`config.mk`:
```
export PLATFORM = sky130hd
export DESIGN_NAME = clock_set_ctrl
export DESIGN_NICKNAME = d
export VERILOG_FILES = /design/src/rtl/clock_set_ctrl.sv
export SDC_FILE = /design/constraint.sdc
export NUM_CORES = 1
export LEC_CHECK = 0
export BUFFER_PORTS_ARGS = -buffer_cell sky130_fd_sc_hd__buf_2
export CAP_MARGIN = 25
export CORE_MARGIN = 1
export CORE_UTILIZATION = 40
export DETAILED_ROUTE_END_ITERATION = 10
export GPL_TIMING_DRIVEN = 1
export PLACE_DENSITY = 0.55
export SLEW_MARGIN = 20
export SYNTH_ARGS = -nofsm -noshare
export SYNTH_HDL_FRONTEND = slang
export SYNTH_SLANG_ARGS = --single-unit
```
`constraint.sdc`:
```
create_clock -name clk -period 3.45 [get_ports clk]
set_input_delay 0.1725 -clock clk [delete_from_list [all_inputs] [get_ports clk]]
set_output_delay 0.1725 -clock clk [all_outputs]
set_load 0.01 [all_outputs]
```
`src/rtl/clock_set_ctrl.sv`:
```
// Mode/setting sequencer: turns debounced mode/inc buttons into run enable, field select,
// increment strobes and field blink. Define CLOCK_SET_AUTO_REPEAT_EN for held-inc auto-repeat.
module clock_set_ctrl #(
    parameter int unsigned TIMEOUT_CYCLES = 1000,
    parameter int unsigned BLINK_CYCLES   = 250,
    parameter int unsigned HOLD_CYCLES    = 500,
    parameter int unsigned REPEAT_CYCLES  = 100
) (
    input  logic       clk,
    input  logic       rst,
    input  logic       mode_btn,
    input  logic       inc_btn,
    output logic       run_en,
    output logic [1:0] set_sel,
    output logic       hr_inc,
    output logic       min_inc,
    output logic       blink
);
    localparam int unsigned IdleW  = $clog2(TIMEOUT_CYCLES);
    localparam int unsigned BlinkW = (BLINK_CYCLES > 1) ? $clog2(BLINK_CYCLES) : 1;

    typedef enum logic [1:0] {
        StRun    = 2'b00,
        StSetHr  = 2'b01,
        StSetMin = 2'b10
    } state_e;

    state_e            state_q, state_d;
    logic              mode_q, inc_q;
    logic [IdleW-1:0]  idle_cnt_q, idle_cnt_d;
    logic [BlinkW-1:0] blink_cnt_q, blink_cnt_d;
    logic              blink_phase_q, blink_phase_d;
    logic              blink_q, blink_d;
    logic              run_en_q, run_en_d;
    logic              hr_inc_q, hr_inc_d;
    logic              min_inc_q, min_inc_d;
    logic              mode_rise, inc_rise, in_set, state_chg, timeout, strobe, rep_fire;

    assign mode_rise = mode_btn & ~mode_q;
    assign inc_rise  = inc_btn & ~inc_q;
    assign in_set    = (state_q == StSetHr) || (state_q == StSetMin);
    // A rise of either button in the timeout cycle counts as activity and cancels the exit.
    assign timeout   = (idle_cnt_q == IdleW'(TIMEOUT_CYCLES - 1)) && !inc_rise;
    assign state_chg = (state_d != state_q);

    always_comb begin
        state_d = state_q;
        case (state_q)
            StRun: begin
                if (mode_rise) state_d = StSetHr;
            end
            StSetHr: begin
                if (mode_rise)    state_d = StSetMin;
                else if (timeout) state_d = StRun;
            end
            StSetMin: begin
                if (mode_rise)    state_d = StRun;
                else if (timeout) state_d = StRun;
            end
            default: state_d = StRun;
        endcase
    end

`ifdef CLOCK_SET_AUTO_REPEAT_EN
    localparam int unsigned RepMax = (HOLD_CYCLES > REPEAT_CYCLES) ? HOLD_CYCLES : REPEAT_CYCLES;
    localparam int unsigned RepW   = $clog2(RepMax + 1);

    // rep_cnt_q == 0 means not armed; rep_phase_q selects the hold or repeat interval.
    logic [RepW-1:0] rep_cnt_q, rep_cnt_d;
    logic            rep_phase_q, rep_phase_d;

    always_comb begin
        rep_cnt_d   = '0;
        rep_phase_d = 1'b0;
        rep_fire    = 1'b0;
        if (in_set && !mode_rise && !state_chg) begin
            if (inc_rise) begin
                rep_cnt_d = RepW'(1);
            end else if (inc_btn && (rep_cnt_q != '0)) begin
                rep_phase_d = rep_phase_q;
                if (rep_cnt_q == (rep_phase_q ? RepW'(REPEAT_CYCLES) : RepW'(HOLD_CYCLES))) begin
                    rep_fire    = 1'b1;
                    rep_cnt_d   = RepW'(1);
                    rep_phase_d = 1'b1;
                end else begin
                    rep_cnt_d = rep_cnt_q + 1'b1;
                end
            end
        end
    end

    always_ff @(posedge clk) begin
        if (rst) begin
            rep_cnt_q   <= '0;
            rep_phase_q <= 1'b0;
        end else begin
            rep_cnt_q   <= rep_cnt_d;
            rep_phase_q <= rep_phase_d;
        end
    end
`else
    logic [31:0] unused_repeat_cfg;
    assign unused_repeat_cfg = HOLD_CYCLES + REPEAT_CYCLES;
    assign rep_fire          = 1'b0;
`endif

    assign strobe = in_set && !mode_rise && (inc_rise || rep_fire);

    always_comb begin
        hr_inc_d  = strobe && (state_q == StSetHr);
        min_inc_d = strobe && (state_q == StSetMin);
        run_en_d  = (state_d == StRun);

        if (!in_set || mode_rise || inc_rise || rep_fire) idle_cnt_d = '0;
        else                                              idle_cnt_d = idle_cnt_q + 1'b1;

        blink_cnt_d   = blink_cnt_q;
        blink_phase_d = blink_phase_q;
        if (state_chg) begin
            blink_cnt_d   = '0;
            blink_phase_d = (state_d != StRun);
        end else if (!in_set) begin
            blink_cnt_d   = '0;
            blink_phase_d = 1'b0;
        end else if (blink_cnt_q == BlinkW'(BLINK_CYCLES - 1)) begin
            blink_cnt_d   = '0;
            blink_phase_d = ~blink_phase_q;
        end else begin
            blink_cnt_d = blink_cnt_q + 1'b1;
        end
        // Force the field visible for the cycle after a strobe without disturbing the phase.
        blink_d = (state_d != StRun) && (blink_phase_d || hr_inc_q || min_inc_q);
    end

    always_ff @(posedge clk) begin
        if (rst) begin
            state_q       <= StRun;
            mode_q        <= 1'b1;
            inc_q         <= 1'b1;
            idle_cnt_q    <= '0;
            blink_cnt_q   <= '0;
            blink_phase_q <= 1'b0;
            blink_q       <= 1'b0;
            run_en_q      <= 1'b1;
            hr_inc_q      <= 1'b0;
            min_inc_q     <= 1'b0;
        end else begin
            state_q       <= state_d;
            mode_q        <= mode_btn;
            inc_q         <= inc_btn;
            idle_cnt_q    <= idle_cnt_d;
            blink_cnt_q   <= blink_cnt_d;
            blink_phase_q <= blink_phase_d;
            blink_q       <= blink_d;
            run_en_q      <= run_en_d;
            hr_inc_q      <= hr_inc_d;
            min_inc_q     <= min_inc_d;
        end
    end

    assign set_sel = state_q;
    assign run_en  = run_en_q;
    assign hr_inc  = hr_inc_q;
    assign min_inc = min_inc_q;
    assign blink   = blink_q;

endmodule

```
# After elaboration in Yosys (flattened, before gate mapping)
# Index checks and enable logic that the tools add are counted.
[totals]
word_cells = 50
in_bits = 4
ff_bits = 27
out_inout_bits = 6
[classes]
n_eq_ne = 5
add_sub_neg = 2
reduce_logical = 19
mux = 8
bitwise = 6
[ops]
columns = ["cell", "count"]
rows = [
  ["$add 10x1->10 const B", 1],
  ["$eq 10x10->1 const B", 1],
  ["$add 8x1->8 const B", 1],
  ["$eq 8x8->1 const B", 1],
  ["$mux 2", 4],
  ["$logic_and 1x1->1", 6],
  ["$pmux 2 s3", 1],
  ["$logic_or 1x1->1", 5],
  ["$logic_not 2->1", 2],
  ["$not 1->1", 4],
  ["$reduce_or 4->1", 1],
  ["$logic_not 1->1", 3],
  ["$mux 1", 3],
  ["$and 1x1->1", 2],
  ["$eq 2x1->1 const B", 1],
  ["$eq 2x2->1 const B", 1],
  ["$ne 2x2->1", 1],
  ["$reduce_bool 2->1", 1],
  ["$reduce_or 2->1", 1],
]

# Depth between registers and ports, before layout
[depth]
ltp_word = 12
depth_mapped = 7
depth_no_buf = 7

# Least setup slack after synthesis
# OpenSTA, ideal clock, no wires.
[synth_path]
path_type = "reg-to-reg"
start = "register state_q[1] (netlist: set_sel[1])"
end = "register blink_cnt_q[2]"
stages_incl_launch_ff = 8
setup_slack_ns = 1.542
setup_ns = 0.131
period_less_slack_ns = 1.908
required_time_ns = 3.319
t_arrival_ns = 1.777
n_path_buf = 0
path_cell_list = "dfxtp_1 > inv_1 > ha_1 > nand4b_4 > nor4_4 > a211oi_1 > o211ai_2 > nor3_1"
[synth_via]
elab_chain_len = 5
elab_cells_between_ends = 12
cone_classes = "eq/ne: 3; mux: 5; bitwise: 1; reduce/logical: 3"
[synth_rtl]
columns = ["element", "line_no", "source"]
rows = [
  ["start: declaration", "28", "state_e state_q, state_d;"],
  ["start signal: assignment", "137", "state_q <= StRun;"],
  ["start signal: assignment", "148", "state_q <= state_d;"],
  ["$mux 2", "54, 58", ""],
  ["$mux 2, on equally long branches", "57, 53", ""],
  ["$pmux 2 s3", "48", "case (state_q)"],
  ["$ne 2x2->1", "44", "assign state_chg = (state_d != state_q);"],
  ["$reduce_or 4->1 (no line) *", "--", ""],
  ["end signal: assignment", "152", "blink_cnt_q <= blink_cnt_d;"],
  ["end: declaration", "31", "logic [BlinkW-1:0] blink_cnt_q, blink_cnt_d;"],
]
# Every way passes the cells marked *; elsewhere a longest branch is shown, timed or not.
# A chain may end at the register's enable or synchronous reset.

# Final worst setup path
[layout_path]
start = "register state_q[1] (netlist: set_sel[1])"
end = "register blink_cnt_q[4]"
# The elaborated chain is that of the path after synthesis.

==> impl_metrics.yaml <==
synthesis:
  synthCells: 133
  avgSynthCellArea_um2: 9.803
  synth_top_family_by_area: "simple AND/OR/NAND/NOR gates"
  synth-xor-area-share_pct: 9.405
  yosys_warnings: 0
  synth_adder_area_share_pct: 6.718
  synthMuxAreaShare_pct: 0
  syn_nets: 144
  yosys-top-cells-area: "dfxtp_1 (41%), ha_1 (6.7%), xnor2_1 (6.0%)"
  synth_compound_area_share_pct: 8.829
  yosysTopAreaCellShare_pct: 41.46
  synth_area_um2: 1304
  synth-seq-cells: 27
  yosys.area_share.simple_pct: 31.86
  synthFlopType: "dfxtp_1"
  synth-edff-count: 0
  synth_area_leader_cell: "dfxtp_1"
  ys_types: 37
  synth_seq_area_share_pct: 41.46
  postSynth.asyncResetShare_pct: 0
critical_path:
  cp.required_ns: 3.66
  regToRegStartpoint: "set_sel[1]"
  cp_top_family: "simple AND/OR/NAND/NOR gates"
  crit_arrival_ns: 2.37
  crit_path_max_fanout: 8
  cp_slowest_cell: "dfxtp_1"
  slowest_delay_ns: 0.48
  path_cells: "inv_1, ha_1, nand4b_4, nor4_4, a211oi_1, o211ai_2, nor3_1"
  cp_num_buf_inv: 1
  critPathLaunchType: "flip-flop"
  criticalPathCategory: "reg2reg"
  crit_path_end_kind: "flip-flop"
  startpoint: "set_sel[1]"
power:
  fin_total_pwr_mw: 0.5026
  peakVddDrop_v: 0.0001701
  seq_power_share_pct: 64.4
  sw_frac_of_total_pct: 23.54
  pwr-share-comb_pct: 9.4
  p_sw_mw: 0.1183
  power_frac_clock_pct: 26.2
  intPower_mw: 0.3843
  power_leakage_nw: 0.5678
  powerDensity_nw_per_um2: 353.3
sta:
  timing.slew.headroom_pct: 57.79
  min_period_over_period_pct: 62.81
  hold_violations: 0
  rsz0062_at_grt: "no"
  finalSetupTns_ns: 0
  period_needed_ns: 2.167
  finalSetupViolCount: 0
  max_freq_ghz: 0.4615
  tightest_slew_ns: 0.6294
  whs_ns: 0.04653
  final-max-slew-violation-count: 0
  clock_skew_ns: 0.001866
detailed_routing:
  avgRoutedWirePerCell_um: 12.01
  routed_wl_um: 2269
  viasPerCell: 5.058
  drtIter0Drc: 26
  vias: 956
  ant_nets: 0
  drc: 0
  dr.pass1.iters: 4
die:
  num_rows: 20
  io_pins: 10
  initial_core_util_pct: 42.36
  die_y_um: 59.09
  core_area_um2: 3078
  dieArea_um2: 3492
  die_x_um: 59.09
cts:
  clk_latency_ns: 0.31
  hold_buffers: 0
  cts_setup_buffers: 0
  htree_levels: 1
  cts_resized: 0
  clk_pin_slew_ns: 0.13
  cts_buffer_depth: 2
  tritoncts: "built"
  cts.sinks: 27
  cts_buffers: 3
  root_buffer: "clkbuf_4"
global_routing:
  grtUsageMet2_pct: 22.89
  met3_usage_pct: 2.620
  groute.usage.overall_pct: 14.38
  busiest_layer: "met2"
  grt_start_max_net_pins: 15
  overflow: 0
  grt_pass1_vias: 849
  grt_pass1_wl_um: 3712
  antenna_found_initial: 0
  gr-usage-met1_pct: 18.67
placed_design:
  numPortBuffers: 9
  gp_congestion: 0.7692
  hpwl_um: 1736
  post-place-cells: 185
  post_dp_cell_area_um2: 1396
worst_hold_path:
  worstHoldPathType: "in2reg"
  min_from: "inc_btn"
finish:
  stdcell_area_um2: 1423
  stdcell_count: 189
  fill_cells: 316
  nNetsFinal: 157
  diodes: 0
  drive_above_1_share_pct: 19.31
  area_growth_syn_to_layout_pct: 9.117
flow_run:
  max_cap_viol_count: 0
run_status:
  outcome: "finished, final reports clean"
power by group through the flow:
stage	Combinational (mW)	Clock [mW]	Sequential [mW]
global placement	0.0465	0	0.330
floorplan	0.0335	0	0.331
global route	0.0521	0.156	0.324
finish	0.0473	0.132	0.323
CTS	0.0476	0.141	0.324
detailed placement	0.0474	0	0.330
cells in the mapped netlist (2+ instances only):
cell type,n
dfxtp_1,27
nor2_1,17
nor3_1,11
xnor2_1,9
nand3_1,8
ha_1,7
xor2_1,5
inv_1,4
nand2_1,4
or2_2,4
a21oi_1,3
and3_1,3
nor2b_1,3
a211oi_1,2
and2_1,2
and3_2,2
o211a_1,2
layout make-up:
class                   count  area (µm²)  area share [%]
well taps                  44       55.05           3.870
clock buffers               4       26.28           1.847
multi-input cells         101       740.7           52.07
repair buffers              9       45.04           3.166
flip-flops and latches     27       540.5           37.99
inverters                   4       15.01           1.055
worst paths after layout:
path	end	slack, ns	depth (start not counted)
setup reg to reg	blink_cnt_q[4]	1.28	7
setup / recovery	blink_cnt_q[4]	1.28	7
hold / removal	inc_q	0.05	2
hold reg to reg	idle_cnt_q[0]	0.48	1
state kept, by name, indices dropped and copies added, names as in the netlist:
name           flops
blink              1
blink_cnt_q        8
blink_phase_q      1
hr_inc             1
idle_cnt_q        10
inc_q              1
min_inc            1
mode_q             1
run_en             1
set_sel            2
layer usage:
layer  part of all wire (%)  vias up
met5                      0        -
met4                    1.8        0
li1                       -      497
met3                    1.9        5
met1                     50      445
met2                     46        9
cell families after synthesis:
family,count (synthesis)
AO/OA/AOI/OAI,13
buffers and inverters,5
flip-flops,27
XOR/XNOR,14
AND/OR/NAND/NOR,67
adder cells (fa/ha/maj),7
cells in the final DEF (no fill, tap or decap), drive strengths merged, types with 5 or more instances in the layout:
| cell type | Yosys | final |
|---|---|---|
| ha | 7 | 7 |
| nor3 | 11 | 11 |
| dfxtp | 27 | 27 |
| and3 | 5 | 5 |
| xor2 | 5 | 5 |
| buf | 1 | 9 |
| xnor2 | 9 | 9 |
| nand3 | 8 | 8 |
| or2 | 5 | 5 |
| nor2 | 17 | 17 |
stage by stage:
stage	setup slack, ns	utilization, %
floorplan	1.542	-
global placement	1.363	45.37
detailed placement	1.285	45.37
CTS	1.264	46.22
global route	1.152	46.22
finish	1.283	46.22
No activity file was read; power rests on OpenSTA's default activity.
